===== src/rtl/stream_pkg.sv =====
// Shared types and constants for the stream_demux block.
// Slot depth, drop counter width and the destination width rule.
package stream_pkg;

    localparam int SLOT_DEPTH       = 2;
    localparam int DROP_COUNT_WIDTH = 16;

    typedef logic [1:0] slot_count_t;

    function automatic int dest_width(input int len);
        return (len <= 1) ? 1 : $clog2(len);
    endfunction

endpackage


===== src/rtl/stream_demux_slot.sv =====
// Two-entry per-channel FIFO used by stream_demux.
// Entry 0 is always the head; full/valid derive from the count.
module stream_demux_slot
    import stream_pkg::*;
#(
    parameter int DATA_WIDTH = 32
) (
    input  logic                  clk,
    input  logic                  reset,
    input  logic                  push,
    input  logic [DATA_WIDTH-1:0] push_data,
    input  logic                  pop,
    output logic [DATA_WIDTH-1:0] head_data,
    output logic                  valid,
    output logic                  full
);

    slot_count_t           count;
    slot_count_t           count_next;
    logic [DATA_WIDTH-1:0] entry [SLOT_DEPTH];
    logic                  push_ok;
    logic                  pop_ok;

    assign valid     = (count != 2'd0);
    assign full      = (count == slot_count_t'(SLOT_DEPTH));
    assign head_data = entry[0];
    assign push_ok   = push && !full;
    assign pop_ok    = pop && valid;

    always_comb begin
        count_next = count;
        if (push_ok && !pop_ok) begin
            count_next = count + 2'd1;
        end else if (pop_ok && !push_ok) begin
            count_next = count - 2'd1;
        end
    end

    always_ff @(posedge clk) begin
        if (!reset) begin
            count <= 2'd0;
        end else begin
            count <= count_next;
        end
    end

    // Payload needs no reset; it is only observed while valid.
    always_ff @(posedge clk) begin
        unique case (count)
            2'd0: if (push_ok) entry[0] <= push_data;
            2'd1: begin
                if (push_ok && pop_ok) begin
                    entry[0] <= push_data;
                end else if (push_ok) begin
                    entry[1] <= push_data;
                end
            end
            2'd2: if (pop_ok) entry[0] <= entry[1];
            default: ;
        endcase
    end

endmodule


===== src/rtl/stream_demux.sv =====
// 1-to-LENGTH valid/ready stream distributor with 2-entry output slots.
// Optional STREAM_DEMUX_DROP_COUNT_EN adds a saturating drop counter.
module stream_demux
    import stream_pkg::*;
#(
    parameter  int DATA_WIDTH = 32,
    parameter  int LENGTH     = 4,
    localparam int DEST_WIDTH = dest_width(LENGTH)
) (
    input  logic                  clk,
    input  logic                  reset,
    input  logic [DATA_WIDTH-1:0] in_data,
    input  logic [DEST_WIDTH-1:0] in_dest,
    input  logic                  in_valid,
    output logic                  in_ready,
    output logic [DATA_WIDTH-1:0] out_data  [LENGTH],
    output logic                  out_valid [LENGTH],
    input  logic                  out_ready [LENGTH]
`ifdef STREAM_DEMUX_DROP_COUNT_EN
    ,
    output logic [DROP_COUNT_WIDTH-1:0] drop_count
`endif
);

    logic full [LENGTH];
    logic hit  [LENGTH];
    logic in_range;
    logic sel_full;
    logic accept;

    // Ready comes only from registered slot state, never from out_ready.
    always_comb begin
        in_range = 1'b0;
        sel_full = 1'b0;
        for (int i = 0; i < LENGTH; i++) begin
            hit[i] = (LENGTH == 1) || (in_dest == DEST_WIDTH'(i));
            if (hit[i]) begin
                in_range = 1'b1;
                sel_full = full[i];
            end
        end
    end

    assign in_ready = reset && !sel_full;
    assign accept   = in_valid && in_ready;

    for (genvar g = 0; g < LENGTH; g++) begin : g_slot
        stream_demux_slot #(
            .DATA_WIDTH(DATA_WIDTH)
        ) u_slot (
            .clk      (clk),
            .reset    (reset),
            .push     (accept && hit[g]),
            .push_data(in_data),
            .pop      (out_ready[g]),
            .head_data(out_data[g]),
            .valid    (out_valid[g]),
            .full     (full[g])
        );
    end

`ifdef STREAM_DEMUX_DROP_COUNT_EN
    logic [DROP_COUNT_WIDTH-1:0] drops;

    always_ff @(posedge clk) begin
        if (!reset) begin
            drops <= '0;
        end else if (accept && !in_range && drops != '1) begin
            drops <= drops + 1'b1;
        end
    end

    assign drop_count = drops;
`endif

endmodule


===== config.mk =====
export PLATFORM = sky130hd
export DESIGN_NAME = stream_demux
export DESIGN_NICKNAME = d
export VERILOG_FILES = /design/src/rtl/stream_pkg.sv /design/src/rtl/stream_demux_slot.sv /design/src/rtl/stream_demux.sv
export SDC_FILE = /design/constraint.sdc
export NUM_CORES = 1
export LEC_CHECK = 0
export CORE_ASPECT_RATIO = 1.25
export CORE_MARGIN = 1.5
export CORE_UTILIZATION = 45
export CTS_CLUSTER_SIZE = 8
export DETAILED_ROUTE_END_ITERATION = 16
export PLACE_DENSITY = 0.72
export RECOVER_POWER = 100
export SYNTH_ARGS = -nofsm -noshare
export SYNTH_HDL_FRONTEND = slang
export SYNTH_SLANG_ARGS = --single-unit

===== constraint.sdc =====
create_clock -name clk -period 4.5 [get_ports clk]
set_input_delay 0.9 -clock clk [delete_from_list [all_inputs] [get_ports clk]]
set_output_delay 0.9 -clock clk [all_outputs]
set_load 0.02 [all_outputs]

==> flow_summary.json <==
{
  "final_area_um2": 13200,
  "synthFlopType": "edfxtp_1",
  "antenna_found_initial": 1,
  "fin_crit_ps": 3730,
  "utilization_pct": 57.5,
  "place_congestion": 0.770,
  "outcome": "finished with violations",
  "worstSetupStartpointType": "input port",
  "cts_resized": 0,
  "hold_depth": 1,
  "nets": 753,
  "drc_errors": 13,
  "dp_hpwl_um": 13600,
  "finalSetupViolations": 0,
  "synth_area_per_cell_um2": 21.2,
  "syn_nets": 555,
  "areaGrowthSynthToFinish_pct": 25.6,
  "clock-skew-final_ps": 15.6,
  "clock-root-buffer": "clkbuf_16",
  "drive_gt1_share_pct": 12.0,
  "grt_pass1_vias": 5574,
  "grt_max_degree": 33,
  "hold_viol_final": 0,
  "p_per_area_nw_per_um2": 498,
  "slew_viol_final": 220,
  "clk_path_buf_depth": 3,
  "max_freq_mhz": 268,
  "start_util_pct": 45.8,
  "max_cap_viol_count": 7,
  "ys_ff_latch": 264,
  "hold_slack_ps": 528,
  "cts_sinks": 264,
  "post_cts_buffers": 0,
  "synth_edf_count": 256,
  "post_drt_via_cell_ratio": 5.16,
  "fp.dieArea_um2": 24200,
  "syn-instance-count": 495,
  "diodes": 0,
  "wl_um": 21900,
  "clkLatencyLatePin_ps": 510,
  "cts_htree_levels": 2,
  "drtIter0Drc": 305,
  "async_flop_share_pct": 0,
  "violations": "DRC, capacitance limit, slew limit",
  "syn-cell-area_um2": 10500,
  "fill_cells": 1718,
  "firstDrtPassIters": 11,
  "leakagePower_nw": 4.50,
  "yosys.cell_types.count": 30,
  "path_max_fanout": 32,
  "cp.arrival_ps": 3820,
  "hp-class": "reg -> reg",
  "fin_crit_sh_pct": 82.9,
  "port_buffers": 173,
  "die_x_um": 139,
  "fin_tns_setup_ps": 0,
  "grt_pass1_wl_um": 33300,
  "dpl_cell_area_um2": 12400,
  "critical_path_required_ps": 4590,
  "grt_overflow_total": 0,
  "ff2ff_path_depth": 5,
  "cts_hold_buf": 0,
  "drtAntennaViolNets": 0,
  "yosysSeqAreaShare_pct": 74.9,
  "ios": 174,
  "cp-end-kind": "register",
  "die_h_um": 174,
  "rsz0062_at_grt": "no",
  "tightest_slew_ps": 1870,
  "numCtsBuffers": 38,
  "rows": 62,
  "tritoncts": "yes",
  "ys_warn_count": 0,
  "criticalPathCategory": "in -> reg",
  "path_clk_slew_ps": 50,
  "relSlewSlack_pct": -24.8,
  "routedWlPerCell_um": 22.0,
  "vdd_drop_max_uv": 320,
  "grt_use_total_pct": 18.2,
  "core_area_um2": 22900,
  "vias": 5141
}
==> cells in the final DEF (no fill, tap or decap), types with 2 or more instances in the layout <==
master / netlist / final
mux2i_1: 3 / 3
ha_1: 19 / 19
xor2_1: 7 / 7
nor3_1: 3 / 3
and2_0: 0 / 9
a221o_1: 4 / 2
edfxtp_1: 256 / 256
dlygate4sd3_1: 0 / 170
clkdlybuf4s50_1: 0 / 3
mux2_1: 19 / 90
inv_1: 15 / 15
clkinv_8: 0 / 2
mux2_2: 32 / 30
nor2b_1: 1 / 5
mux2_4: 77 / 8
and2_1: 12 / 5
clkbuf_16: 0 / 39
clkbuf_1: 1 / 16
dfxtp_1: 8 / 8
nand3_1: 2 / 2
nand2_1: 1 / 2
a221o_2: 0 / 2
nand3b_1: 2 / 3
==> area by class of cell <==
type                            count  area [um2]  share of cell area (%)
Clock inverter                      2        32.5                   0.247
Clock buffer                       53        1030                    7.82
Timing Repair Buffer              177        1750                    13.3
Tap cell                          288         360                    2.74
Inverter                           15        56.3                   0.428
Sequential cell                   264        7850                    59.6
Multi-Input combinational cell    197        2080                    15.8
==> metrics by stage <==
stage	cells	total power, W	worst slack (ps)
final	996	0.00655	767
after CTS	996	0.00672	889
after global placement	941	0.00413	878
after global routing	996	0.00677	555
after floorplan	495	0.00375	1780
after detailed placement	941	0.00419	871
==> layer usage <==
layer	share of wire, %	vias up	wire length [um]	global-route usage (%)
met5	0.046	-	10	0
met4	3.0	2	657	8.11
met3	5.1	43	1120	3.04
met2	53	195	11600	32.8
met1	39	2595	8520	21.4
li1	-	2306	-	-
==> worst max-delay path: stages <==
cell           delay [ps]
dlygate4sd3_1         800
nand3b_1              230
nor3_1                350
ha_1                  260
and2_1               1260
==> power breakdown <==
part	leakage [nW]	total (W)	switching, W	internal [W]
Sequential	2.38	0.00300	0.0000743	0.00293
Combinational	1.62	0.00102	0.000604	0.000412
Clock	0.511	0.00253	0.000960	0.00157
==> cell usage after synthesis, types with 2 or more instances <==
| library cell | n | area share, % |
|---|---|---|
| xor2_1 | 7 | 0.59 |
| inv_1 | 15 | 0.54 |
| mux2_4 | 77 | 11 |
| a221o_1 | 4 | 0.38 |
| dfxtp_1 | 8 | 1.5 |
| ha_1 | 19 | 2.3 |
| buf_12 | 2 | 0.38 |
| nor3_1 | 3 | 0.14 |
| mux2i_1 | 3 | 0.29 |
| nand3b_1 | 2 | 0.14 |
| nand3_1 | 2 | 0.096 |
| mux2_2 | 32 | 3.4 |
| buf_4 | 5 | 0.36 |
| and2_1 | 12 | 0.72 |
| mux2_1 | 19 | 2.0 |
| buf_6 | 11 | 1.2 |
| edfxtp_1 | 256 | 73 |
| nor2b_2 | 4 | 0.33 |
| and2_4 | 3 | 0.25 |
==> final timing paths <==
kind,slack [ps],start,end
worst min-delay path,530,g_slot[1].u_slot.entry[1][20],g_slot[1].u_slot.entry[0][20]
worst min register to register,530,g_slot[1].u_slot.entry[1][20],g_slot[1].u_slot.entry[0][20]
worst max-delay path,770,reset,g_slot[0].u_slot.entry[1][23]
worst max register to register,1120,g_slot[0].u_slot.count[0],g_slot[0].u_slot.entry[0][23]
==> sequential cells by signal, indices dropped and copies added, names as in the netlist <==
register,count
g_slot.u_slot.count,8
g_slot.u_slot.entry,256
==> cell families (layout without fill, tap and decap cells) <==
group           Yosys count  in the layout  share of synthesized area [%]
simple gates             34             34                           2.27
fa+ha+maj                19             19                           2.27
buf+inv                  34            247                           2.50
flops                   264            264                           74.9
mux                     132            132                           17.0
xor+xnor                  7              7                          0.585
compound gates            5              5                          0.454
(Power assumes the default switching activity.)
